--- config.mk ---
export PLATFORM = sky130hd
export DESIGN_NAME = lsu_dmem_master
export DESIGN_NICKNAME = d
export VERILOG_FILES = /design/src/rtl/lsu_dmem_master.sv
export SDC_FILE = /design/constraint.sdc
export NUM_CORES = 1
export LEC_CHECK = 0
export BUFFER_PORTS_ARGS = -buffer_cell sky130_fd_sc_hd__clkbuf_2
export CAP_MARGIN = 20
export CORE_MARGIN = 4
export CORE_UTILIZATION = 41
export DETAILED_ROUTE_END_ITERATION = 12
export PLACE_DENSITY_LB_ADDON = 0.15
export SETUP_SLACK_MARGIN = 0.05
export SYNTH_ARGS = -nofsm -noshare
export SYNTH_HDL_FRONTEND = slang
export SYNTH_SLANG_ARGS = --single-unit
--- constraint.sdc ---
create_clock -name clk -period 2.8 [get_ports clk]
set_clock_uncertainty 0.15 [all_clocks]
set_input_delay 0.28 -clock clk [delete_from_list [all_inputs] [get_ports clk]]
set_output_delay 0.28 -clock clk [all_outputs]
set_load 0.1 [all_outputs]
--- src/rtl/lsu_dmem_master.sv ---
// rtl/lsu_dmem_master.sv - load/store unit driving a word-only data memory with sub-word RMW
// Optional alignment faulting: define LSU_MISALIGN_CHECK_EN.
module lsu_dmem_master #(
  parameter int MEM_AW = 8
) (
  input  logic        clk,
  input  logic        rst_n,
  input  logic        req,
  input  logic        we,
  input  logic [2:0]  funct3,
  input  logic [31:0] addr,
  input  logic [31:0] wdata,
  output logic [31:0] rdata,
  output logic        done,
  output logic        err,
  output logic        busy,
  output logic [31:0] mem_addr,
  output logic [31:0] mem_wdata,
  input  logic [31:0] mem_rdata,
  output logic        mem_read,
  output logic        mem_write
);

  typedef enum logic [2:0] {
    S_IDLE   = 3'd0,
    S_RD     = 3'd1,
    S_RMW_RD = 3'd2,
    S_WR     = 3'd3,
    S_ERR    = 3'd4,
    S_DONE   = 3'd5
  } state_t;

  state_t      state, state_nx;
  logic [2:0]  funct3_q;
  logic [31:0] addr_q;
  logic [15:0] wdata_q;
  logic        err_q;

  logic        accept;
  logic        fault;
  logic        out_of_range;
  logic        bad_funct3;
  logic        misalign;
  logic [31:0] load_val;
  logic [31:0] merged;
  logic [7:0]  lane_b;
  logic [15:0] lane_h;
  logic [4:0]  byte_sh;
  logic [4:0]  half_sh;

  assign accept       = (state == S_IDLE) && req;
  assign out_of_range = |addr[31:MEM_AW+2];
  assign bad_funct3   = we ? (funct3[2] || (funct3[1:0] == 2'b11))
                           : ((funct3 == 3'd3) || (funct3[2:1] == 2'b11));
`ifdef LSU_MISALIGN_CHECK_EN
  assign misalign = ((funct3[1:0] == 2'b01) && addr[0]) ||
                    ((funct3[1:0] == 2'b10) && (addr[1:0] != 2'b00));
`else
  assign misalign = 1'b0;
`endif
  assign fault = out_of_range || bad_funct3 || misalign;

  // Lane selection always uses the latched address, so alignment off just picks the containing lane.
  assign byte_sh = {addr_q[1:0], 3'b000};
  assign half_sh = {addr_q[1], 4'b0000};
  assign lane_b  = mem_rdata[byte_sh +: 8];
  assign lane_h  = mem_rdata[half_sh +: 16];

  always_comb begin
    load_val = mem_rdata;
    case (funct3_q)
      3'd0:    load_val = {{24{lane_b[7]}}, lane_b};
      3'd4:    load_val = {24'h000000, lane_b};
      3'd1:    load_val = {{16{lane_h[15]}}, lane_h};
      3'd5:    load_val = {16'h0000, lane_h};
      default: load_val = mem_rdata;
    endcase
  end

  always_comb begin
    merged = mem_rdata;
    if (funct3_q[1:0] == 2'b00)
      merged[byte_sh +: 8] = wdata_q[7:0];
    else
      merged[half_sh +: 16] = wdata_q;
  end

  always_comb begin
    state_nx = state;
    case (state)
      S_IDLE: begin
        if (req) begin
          if (fault)                    state_nx = S_ERR;
          else if (!we)                 state_nx = S_RD;
          else if (funct3[1:0] == 2'b10) state_nx = S_WR;
          else                          state_nx = S_RMW_RD;
        end
      end
      S_RD:     state_nx = S_DONE;
      S_RMW_RD: state_nx = S_WR;
      S_WR:     state_nx = S_DONE;
      S_ERR:    state_nx = S_DONE;
      S_DONE:   state_nx = S_IDLE;
      default:  state_nx = S_IDLE;
    endcase
  end

  always_ff @(posedge clk or negedge rst_n) begin
    if (!rst_n) begin
      state     <= S_IDLE;
      funct3_q  <= 3'd0;
      addr_q    <= 32'd0;
      wdata_q   <= 16'd0;
      err_q     <= 1'b0;
      rdata     <= 32'd0;
      mem_wdata <= 32'd0;
    end else begin
      state <= state_nx;
      if (accept) begin
        funct3_q <= funct3;
        addr_q   <= addr;
        wdata_q  <= wdata[15:0];
        err_q    <= fault;
        if (!fault && we && (funct3[1:0] == 2'b10))
          mem_wdata <= wdata;
      end
      if (state == S_RD)
        rdata <= load_val;
      if (state == S_RMW_RD)
        mem_wdata <= merged;
    end
  end

  // Strobes decode from the state register alone so reset kills them without waiting for an edge.
  assign mem_read  = (state == S_RD) || (state == S_RMW_RD);
  assign mem_write = (state == S_WR);
  assign done      = (state == S_DONE);
  assign err       = (state == S_DONE) && err_q;
  assign busy      = (state != S_IDLE);
  assign mem_addr  = {addr_q[31:2], 2'b00};

endmodule

==> metrics.csv <==
stage,metric,value,unit
setup_path,critical_path_arrival,2.72,ns
final_layout,drive_gt1_share,35.5,%
detailed_routing,ant_nets,0,
sta,grt_setup_unrepaired,no,
floorplanning,start_util,42.3,%
sta,tns,0,ns
floorplanning,core,14700,µm²
status,outcome,completed,
cts,ctsLongestPathBuffers,2,
final_layout,fillers,1288,
setup_path,required,2.98,ns
detailed_routing,remaining_drc_errors,0,
setup_path,reg2reg_depth,7,
synthesis,postSynth.asyncResetShare,100,%
setup_path,worstPathMaxFanout,8,
detailed_routing,dr.pass1.iters,5,
synthesis,ys_types,57,
synthesis,netlist_area,6220,µm²
global_routing,grt_pass1_vias,6121,
synthesis,synth_top_cells_by_area,"dfrtp_1 48%, mux2_2 9.2%, nand2_1 6.5%",
placed_design,gp_congestion,0.865,
setup_path,worstSetupEndpointType,flop,
sta,slew_headroom,51.4,%
synthesis,synth_top_area_share,47.9,%
min_path,hp-class,in2reg,
power,p_per_area,1370,nW/µm²
final_layout,nets,974,
cts,htreeDepth,4,
global_routing,grt_overflow,0,
synthesis,yosysWarningCount,0,
cts,clock_latency,0.41,ns
detailed_routing,drt-initial-drc-count,371,
detailed_routing,wirelength,20.5,mm
floorplanning,die_h,131,µm
job,drv_cap,0,
min_path,whs_path_depth,3,
cts,cts_made_buffers,17,
final_layout,area_growth,36.1,%
floorplanning,die_area,17200,µm²
global_routing,grt_max_degree,59,
cts,cts_root_buf,clkbuf_16,
sta,hold_violations,0,
power,peakVddDrop,1320,µV
detailed_routing,vias,5856,
global_routing,grt.total_usage,24.1,%
detailed_routing,viasPerCell,5.51,
sta,tightest_slew,0.728,ns
cts,clock_sinks,119,
synthesis,synth.yosys.seq_area_share,47.9,%
setup_path,worstSetupPathType,reg2reg,
synthesis,synth_most_common_cell,dfrtp_1,
detailed_routing,post_drt_wl_per_cell,19.3,µm
synthesis,synth-edff-count,0,
sta,setup_viol,0,
cts,clk_pin_slew_worst_paths,0.05,ns
cts,post_cts_buffers,0,
synthesis,synth_largest_area_cell,dfrtp_1,
power,total_power,11600,µW
floorplanning,io-pin-count,204,
floorplanning,die_x,131,µm
sta,drv_slew,0,
synthesis,syn_inst,626,
synthesis,avgSynthCellArea,9.94,µm²
cts,cts_tree,built,
sta,post-route-period-util,90.4,%
placed_design,io_buffers,201,
synthesis,synth_flop_cell,dfrtp_1,
global_routing,grt_antenna_before_repair,0,
sta,timing.final.crit_period,2.53,ns
placed_design,hpwl,14.9,mm
global_routing,grt_first_pass_wirelength,33.4,mm
final_layout,n_antenna_cell,0,
sta,fmax,395,MHz
power,cellLeakagePower,0.00392,µW
synthesis,synth-seq-cells,119,
floorplanning,rows,44,
setup_path,cp-start-kind,flop,
cts,cts_resized,0,
synthesis,synth_common_cells,"119 x dfrtp_1, 108 x nand2_1, 51 x mux2_2",
-- cells by family after synthesis --
group | Yosys count | share of synthesized area, %
compound gates | 155 | 16.6
xor+xnor | 1 | 0.141
fa+ha+maj | 5 | 1.01
buf+inv | 78 | 7.32
flops | 119 | 47.9
mux | 60 | 10.9
other cells | 1 | 0.0603
simple gates | 207 | 16.2
-- cell usage in the layout, fill, tap and decap left out, drive strengths merged, types with 6 or more instances in the layout --
| cell | count |
|---|---|
| a221oi | 16 |
| nor3 | 12 |
| nor2b | 7 |
| nor2 | 35 |
| a31oi | 20 |
| dfrtp | 119 |
| inv | 6 |
| o21ai | 24 |
| mux2 | 51 |
| clkinv | 7 |
| a32oi | 8 |
| and2 | 9 |
| nor4 | 12 |
| mux2i | 8 |
| nand2 | 109 |
| a221o | 8 |
| o21a | 10 |
| dlygate4sd3 | 70 |
| clkbuf | 223 |
| buf | 21 |
| a21oi | 40 |
| o22ai | 15 |
-- report_power, final --
part	internal, µW	switching (µW)
Combinational	1420	5190
Clock	1320	765
Sequential	2360	536
-- routing by layer --
metal  vias to the layer above  routed length [µm]  GRT usage (%)  share of wire, %
met2                       273                9850           39.2                48
met5                         -                   0              0                 0
met4                         0                 621           9.92               3.0
met1                      2823                8480           30.4                41
met3                        42                1540           6.77               7.5
li1                       2718                   -              -                 -
-- stage by stage --
step	cells	setup slack [ns]	area (µm²)	util, %	hold slack (ns)
after floorplan	627	0.499	6220	-	-0.166
after global placement	961	0.420	7200	49.0	0.102
after detailed placement	961	0.293	7200	49.0	0.105
after CTS	1063	0.260	8460	57.6	0.00108
after global routing	1063	0.0520	8460	57.6	0.0191
final	1063	0.268	8460	57.6	0.0206
-- layout make-up --
cell class	instances	area, µm²	area share (%)
clock buffers	23	458	5.41
clock inverters	9	101	1.20
multi-input cells	430	2800	33.1
repair buffers	291	1870	22.1
well taps	184	230	2.72
flip-flops and latches	119	2980	35.2
inverters	7	26.3	0.310
-- critical path: stages (launching register included) --
cell	delay [ns]
dfrtp_1	0.51
inv_1	0.17
ha_1	0.42
nor3b_1	0.33
a311o_1	0.44
o21a_1	0.18
o22ai_1	0.08
a31oi_1	0.16
-- sequential cells by signal, indices dropped and copies added, names as in the netlist --
signal / flops
addr_q: 32
err_q: 1
funct3_q: 3
mem_wdata: 32
rdata: 32
state: 3
wdata_q: 16
-- what timing repair did --
action                                 4_1_cts  5_1_grt
hold buffers                                70        0
setup endpoints to repair                    0        0
endpoints found under the hold margin      111        0
-- worst paths after layout --
check / from / endpoint / slack, ns
worst max-delay path: addr_q[0] / mem_wdata[21] / 0.27
worst min-delay path: mem_rdata[25] / rdata[25] / 0.02
worst max register to register: addr_q[0] / mem_wdata[21] / 0.27
worst min register to register: rdata[13] / rdata[13] / 0.34
max in group asynchronous: rst_n / addr_q[30] / 1.53
min in group asynchronous: rst_n / rdata[11] / 0.21
No activity file was read; power rests on OpenSTA's default activity.
